## src/rtl/logic_reduce_unit.sv

```systemverilog
// Streaming bitwise fold (AND/OR/XOR/NAND) of a valid/ready operand frame into one result.
// Optional out_parity port enabled by defining LOGIC_REDUCE_PARITY_EN.
module logic_reduce_unit #(
  parameter int unsigned WIDTH     = 8,
  parameter int unsigned COUNT_MAX = 16,
  parameter int unsigned CNT_W     = $clog2(COUNT_MAX + 1)
) (
  input  logic             clk,
  input  logic             rst_n,
  input  logic [1:0]       op,
  input  logic             in_valid,
  output logic             in_ready,
  input  logic [WIDTH-1:0] in_data,
  input  logic             in_last,
  output logic             out_valid,
  input  logic             out_ready,
  output logic [WIDTH-1:0] out_data,
  output logic [CNT_W-1:0] out_count,
  output logic             out_trunc
`ifdef LOGIC_REDUCE_PARITY_EN
  ,
  output logic             out_parity
`endif
);

  typedef enum logic [1:0] {StIdle, StAccum, StHold} state_e;

  localparam logic [1:0] OpOr   = 2'b01;
  localparam logic [1:0] OpXor  = 2'b10;
  localparam logic [1:0] OpNand = 2'b11;
  localparam logic [CNT_W-1:0] CntMax = CNT_W'(COUNT_MAX);
  localparam logic [CNT_W-1:0] CntOne = CNT_W'(1);

  state_e             state_q, state_d;
  logic [WIDTH-1:0]   acc_q, acc_d;
  logic [CNT_W-1:0]   cnt_q, cnt_d;
  logic [1:0]         op_q, op_d;
  logic [WIDTH-1:0]   out_data_q, out_data_d;
  logic [CNT_W-1:0]   out_count_q, out_count_d;
  logic               out_trunc_q, out_trunc_d;

  logic               beat;
  logic [1:0]         frame_op;
  logic [WIDTH-1:0]   folded;
  logic [WIDTH-1:0]   acc_next;
  logic [CNT_W-1:0]   cnt_next;
  logic               close;
  logic               close_trunc;

  assign in_ready = (state_q != StHold);
  assign beat     = in_valid && in_ready;
  // op is only honoured on the first beat; later beats use the latched op.
  assign frame_op = (state_q == StIdle) ? op : op_q;

  always_comb begin
    unique case (frame_op)
      OpOr:    folded = acc_q | in_data;
      OpXor:   folded = acc_q ^ in_data;
      default: folded = acc_q & in_data;
    endcase
  end

  assign acc_next = (state_q == StIdle) ? in_data : folded;
  assign cnt_next = (state_q == StIdle) ? CntOne : cnt_q + CntOne;

  always_comb begin
    state_d     = state_q;
    acc_d       = acc_q;
    cnt_d       = cnt_q;
    op_d        = op_q;
    close       = 1'b0;
    close_trunc = 1'b0;
    unique case (state_q)
      StIdle: begin
        if (beat) begin
          acc_d   = acc_next;
          cnt_d   = cnt_next;
          op_d    = op;
          state_d = StAccum;
          if (in_last) begin
            close   = 1'b1;
            state_d = StHold;
          end
        end
      end
      StAccum: begin
        if (beat) begin
          acc_d = acc_next;
          cnt_d = cnt_next;
          if (in_last) begin
            close   = 1'b1;
            state_d = StHold;
          end else if (cnt_next == CntMax) begin
            close       = 1'b1;
            close_trunc = 1'b1;
            state_d     = StHold;
          end
        end
      end
      StHold: begin
        if (out_ready) state_d = StIdle;
      end
      default: state_d = StIdle;
    endcase
  end

  // Result registers only load on the closing beat, so they stay stable in HOLD and beyond.
  always_comb begin
    out_data_d  = out_data_q;
    out_count_d = out_count_q;
    out_trunc_d = out_trunc_q;
    if (close) begin
      out_data_d  = (frame_op == OpNand) ? ~acc_next : acc_next;
      out_count_d = cnt_next;
      out_trunc_d = close_trunc;
    end
  end

  always_ff @(posedge clk or negedge rst_n) begin
    if (!rst_n) begin
      state_q     <= StIdle;
      acc_q       <= '0;
      cnt_q       <= '0;
      op_q        <= '0;
      out_data_q  <= '0;
      out_count_q <= '0;
      out_trunc_q <= 1'b0;
    end else begin
      state_q     <= state_d;
      acc_q       <= acc_d;
      cnt_q       <= cnt_d;
      op_q        <= op_d;
      out_data_q  <= out_data_d;
      out_count_q <= out_count_d;
      out_trunc_q <= out_trunc_d;
    end
  end

  assign out_valid = (state_q == StHold);
  assign out_data  = out_data_q;
  assign out_count = out_count_q;
  assign out_trunc = out_trunc_q;

`ifdef LOGIC_REDUCE_PARITY_EN
  logic parity_q;

  always_ff @(posedge clk or negedge rst_n) begin
    if (!rst_n) begin
      parity_q <= 1'b0;
    end else if (close) begin
      parity_q <= ^out_data_d;
    end
  end

  assign out_parity = parity_q;
`endif

endmodule

```

## config.mk

```make
export PLATFORM = sky130hd
export DESIGN_NAME = logic_reduce_unit
export DESIGN_NICKNAME = d
export VERILOG_FILES = /design/src/rtl/logic_reduce_unit.sv
export SDC_FILE = /design/constraint.sdc
export NUM_CORES = 1
export LEC_CHECK = 0
export ABC_AREA = 1
export ABC_CLOCK_PERIOD_IN_PS = 2700
export CAP_MARGIN = 40
export CORE_MARGIN = 2
export CORE_UTILIZATION = 54
export DETAILED_ROUTE_END_ITERATION = 8
export PLACE_DENSITY_LB_ADDON = 0.15
export RECOVER_POWER = 100
export SYNTH_ARGS = -nofsm -noshare
export SYNTH_HDL_FRONTEND = slang
export SYNTH_SLANG_ARGS = --single-unit
```

## constraint.sdc

```tcl
create_clock -name clk -period 2.7 [get_ports clk]
set_input_delay 0.27 -clock clk [delete_from_list [all_inputs] [get_ports clk]]
set_output_delay 0.27 -clock clk [all_outputs]
set_load 0.01 [all_outputs]
```

-- Yosys cells after proc, flatten, opt, wreduce, memory -nomap -nowiden
Cells that the tools add are included.
- register bits after elaboration: 31
- output and inout port bits: 16
- logic and storage cells: 50
- add/sub/neg operators: 1
- equal/unequal tests: 11
- muxes and demuxes: 21
- bitwise logic cells: 4
- reductions and logical operators: 6
- operators with widths (operator ; count):
    $mux 8 ; 2
    $pmux 8 s2 ; 1
    $mux 2 ; 7
    $and 8x8->8 ; 1
    $mux 1 ; 8
    $not 8->8 ; 1
    $or 8x8->8 ; 1
    $xor 8x8->8 ; 1
    $eq 2x2->1 const B ; 3
    $ne 2x2->1 const B ; 3
    $pmux 2 s3 ; 1
    $add 5x1->5 const B ; 1
    $eq 5x5->1 const B ; 1
    $mux 5 ; 1
    $eq 2x1->1 const B ; 2
    $reduce_and 2->1 ; 2
    $reduce_and 4->1 ; 1
    $ne 3x3->1 const B ; 1
    $logic_not 2->1 ; 1
    $ne 2x1->1 const B ; 1
    $pmux 1 s2 ; 1
    $reduce_or 2->1 ; 1
    $logic_and 1x1->1 ; 1

-- Depth between registers and ports, before layout
- word-level depth: 7
- depth in mapped cells: 15

-- Least setup slack after synthesis
No wires, ideal clock.
- path kind: reg-to-reg
- from: register state_q[1]
- to: register out_data_q[7], in the netlist out_data[7]
- library setup time: 0.066 ns
- arrival time: 2.106 ns
- path slack: 0.528 ns
- stages on the path, launching flop included: 14
- clock period less this slack: 2.172 ns
- cells stage by stage: dfrtp_1 > nor2_2 > buf_2 > o21ai_0 > ha_1 > clkbuf_1 > inv_1 > nand2_1 > nand2_1 > nand2_1 > nand2_1 > nand2_1 > nand3_1 > nand2_1
- cells in the longest elaborated chain, start to end: 7
- elaborated cells between the ends (all ways): 19
- classes of those cells: eq/ne: 6; mux: 10; bitwise: 1; reduce/logical: 2
- RTL lines (item ; RTL line ; text):
    from (decl) ; 34 ; state_e state_q, state_d;
    from (signal assigned) ; 121 ; state_q <= StIdle;
    from (signal assigned) ; 129 ; state_q <= state_d;
    $logic_not 2->1 ; -- ;
    $mux 5 or $mux 2 (tied branches) ; 64, 53 ;
    $eq 5x5->1, or another cell as far along ; 93 ; end else if (cnt_next == CntMax) begin
    $mux 1 or $pmux 8 s2 (tied branches) ; 93, 56 ;
    $mux 1 or $mux 8 (tied branches) ; 90, 63 ;
    $mux 1 or $not 8->8 (tied branches) ; 87, 113 ;
    $pmux 1 s2 or $mux 8 (tied branches) ; 73, 113 ;
    to (signal assigned) ; 133 ; out_data_q <= out_data_d;
    to (decl) ; 38 ; logic [WIDTH-1:0] out_data_q, out_data_d;
Parallel ways exist; a longest one is shown, timed or not.
A chain may end at the register's enable or synchronous reset.

-- Worst setup path after layout
- from: register state_q[1]
- to: register out_count_q[0], in the netlist out_count[0]
- cells in the longest elaborated chain, start to end: 7
- elaborated cells between the ends (all ways): 11
- classes of those cells: eq/ne: 3; mux: 6; reduce/logical: 2
- RTL lines (item ; RTL line ; text):
    $logic_not 2->1 ; 64, 73 ;
    $mux 5 ; 64 ; assign cnt_next = (state_q == StIdle) ? CntOne : cnt_q + CntOne;
    $eq 5x5->1 ; 93 ;
    $mux 1 ; 93 ;
    $mux 1 ; 90 ; if (in_last) begin
    $mux 1 ; 87 ; if (beat) begin
    $pmux 1 s2 ; 73 ; unique case (state_q)
    to (signal assigned) ; 134 ; out_count_q <= out_count_d;
    to (decl) ; 39 ; logic [CNT_W-1:0] out_count_q, out_count_d;
Parallel ways exist; a longest one is shown, timed or not.

==> reports/metrics.yaml <==
drt:
  route.detailed.drc: 0
  vias: 1855
  viasPerCell: 4.95
  ant_nets: 0
  drt-wirelength-per-cell_um: 11.8
  dr.pass1.iters: 4
  drt_first_iter_violations: 180
  wirelength_mm: 4.41
worst_setup_path:
  path_max_fanout: 19
  cp.required_ns: 2.92
  start_kind: "flop"
  worstSetupPathType: "reg -> reg"
  endpoint_kind: "flop"
  cp.arrival_ns: 2.53
timing:
  skew_ns: 0.00532
  period_needed_ns: 2.30
  setup_tns_ns: 0
  hold_violations: 0
  rsz0062_at_grt: "no"
  setup_violations: 0
  slew_headroom: -0.130
  slew_viol_final: 32
  finalCritPeriodShare: 0.853
  tightest_slew_ns: 1.69
  max_freq_ghz: 0.434
logic_synthesis:
  ys_warn_count: 0
  synth_seq_cells: 31
  yosys-top-cells-count: "nand2_1, inv_1, dfrtp_1, nand3_1, o21ai_0"
  synth_edf_count: 0
  synth_flop_cell: "dfrtp_1"
  synth_top_family_by_area: "simple AND/OR/NAND/NOR gates"
  synth_area_leaders: "dfrtp_1, nand2_1, ha_1, inv_1, nand3_1"
  synth.mux.area_fraction: 0
  avgSynthCellArea_um2: 7.07
  yosysTopAreaCell: "dfrtp_1"
  syn_area_um2: 2090
  yosysUniqueCellTypes: 22
  synth_compound_gate_area_share: 0.0828
  yosysTopAreaCellShare: 0.372
  async_flop_share: 1.00
  yosys.cell_count.top_type: "nand2_1"
  synthSimpleGateAreaFrac: 0.334
  synth_xor_area_frac: 0
  synthAdderAreaFrac: 0.120
  synth_nets: 330
  syn_inst: 295
  yosysSeqAreaShare: 0.372
power_and_ir_drop:
  clkPwrFrac: 0.146
  ir_worst_vdd_mv: 0.744
  power_density_nw_per_um2: 1120
  power_switching_mw: 1.34
  swShare: 0.476
  p_comb_frac: 0.575
  power.share.sequential: 0.278
  leakagePower_nw: 1.38
  p_int_mw: 1.47
placed_design:
  place_congestion: 0.881
  dp_hpwl_mm: 3.17
  io_buffers: 30
cts:
  numClockSinks: 31
  ctsHoldBuffers: 0
  clkTransAtPathRegs_ns: 0.06
  cts_buffer_depth: 2
  cts-buffers-inserted: 5
  cts_setup_buffers: 0
  cts_tree: "built"
  cts_resized: 0
  clock-root-buffer: "clkbuf_8"
  clk_latency_ns: 0.29
  h-tree-depth: 2
status:
  failed_checks: "capacitance limit, slew limit"
  status: "complete, but fails checks"
floorplanning:
  core_area_um2: 3690
  initial_core_util: 0.565
  core.rowCount: 22
  die_w_um: 66.2
  ioPinCount: 31
  die_area_um2: 4380
  die_height_um: 66.2
final_layout:
  final_util: 0.680
  fin_nets: 361
  insertedDiodeCount: 0
  filler_cell_count: 351
  drive_gt1_frac: 0.0520
  syn2layout_area_growth_pct: 20.3
worst_hold_path:
  hold_path.class: "reg -> reg"
grt:
  grt_max_degree: 32
  grt_usage: 0.236
  overflow: 0
  antenna_found_initial: 0
  grt_pass1_vias: 1782
  grt_pass1_wl_mm: 7.73
job:
  maxCapViolations: 1
==> final timing paths <==
kind | slack (ns) | end | depth (start not counted) | start
max | 0.40 | out_count[0]$_DFFE_PN0P_ | 10 | state_q[1]$_DFFE_PN0P_
min | 0.47 | out_data[4]$_DFFE_PN0P_ | 2 | out_data[4]$_DFFE_PN0P_
max reg2reg | 0.40 | out_count[0]$_DFFE_PN0P_ | 10 | state_q[1]$_DFFE_PN0P_
min reg2reg | 0.47 | out_data[4]$_DFFE_PN0P_ | 2 | out_data[4]$_DFFE_PN0P_
max in group asynchronous | 0.75 | out_count[4]$_DFFE_PN0P_ | 2 | rst_n
min in group asynchronous | 0.95 | acc_q[6]$_DFFE_PN0P_ | 2 | rst_n
==> through the flow <==
step	instances	area, µm²	total power, mW	worst slack (ns)	hold slack, ns
CTS	375	2520	2.88	0.555	0.389
detailed placement	367	2420	2.45	0.500	0.462
floorplan	295	2090	1.94	0.528	-0.0256
global placement	367	2420	2.43	0.528	0.455
global route	375	2510	3.12	0.192	0.497
finish	375	2510	2.81	0.396	0.468
==> placed cells by master, fill, tap and decap left out, types with 2 or more instances in the layout <==
| cell | synthesis | final |
|---|---|---|
| nand2_1 | 116 | 116 |
| inv_1 | 36 | 36 |
| dfrtp_1 | 31 | 31 |
| nand3_1 | 25 | 25 |
| o21ai_0 | 23 | 23 |
| ha_1 | 20 | 20 |
| dlygate4sd3_1 | 0 | 18 |
| nor2_1 | 10 | 13 |
| clkdlybuf4s50_1 | 0 | 12 |
| a21oi_1 | 9 | 9 |
| clkbuf_8 | 0 | 7 |
| clkbuf_1 | 6 | 3 |
| nand4_1 | 2 | 2 |
| nand2_4 | 2 | 2 |
| buf_4 | 1 | 2 |
==> power by group through the flow <==
stage,Clock [mW],Sequential (mW),Combinational [mW]
finish,0.412,0.783,1.62
global route,0.440,0.813,1.87
CTS,0.422,0.789,1.67
detailed placement,0,0.795,1.66
global placement,0,0.788,1.64
floorplan,0,0.802,1.14
==> layer usage <==
layer | vias to the layer above | wire [µm] | global-route usage
li1 | 984 | - | -
met1 | 828 | 2040 | 0.291
met2 | 38 | 2090 | 0.396
met3 | 5 | 224 | 0.0613
met4 | 0 | 57 | 0.0842
met5 | - | 0 | 0
==> state kept, by name, summed over array words and instances, names as in the netlist <==
register / count
state_q: 2
out_count: 5
op_q: 2
out_trunc: 1
acc_q: 8
out_data: 8
cnt_q: 5
==> final cells by class <==
cell class | count | area (µm²) | share of cell area
inverter | 37 | 139 | 0.0553
tap | 48 | 60.1 | 0.0239
clock buffer | 8 | 100 | 0.0399
timing repair buffer | 34 | 323 | 0.129
multi-input combinational | 217 | 1110 | 0.443
sequential | 31 | 776 | 0.309
==> critical path: stages, from the launching register on <==
cell and delay, ns:
dfrtp_1 0.46, nor2_1 0.30, clkbuf_1 0.71, nor2_4 0.07, nand2_1 0.10, nor2_1 0.06
nand3_2 0.08, nand2_4 0.13, nand2_4 0.19, nand2_1 0.07, nand2_1 0.06
==> cells by family (layout without fill, tap and decap cells) <==
logic type	count (synthesis)	count (layout)
flip-flops	31	31
buffers and inverters	47	79
AO/OA/AOI/OAI	33	33
adder cells (fa/ha/maj)	20	20
AND/OR/NAND/NOR	164	164
(Power assumes the default switching activity.)
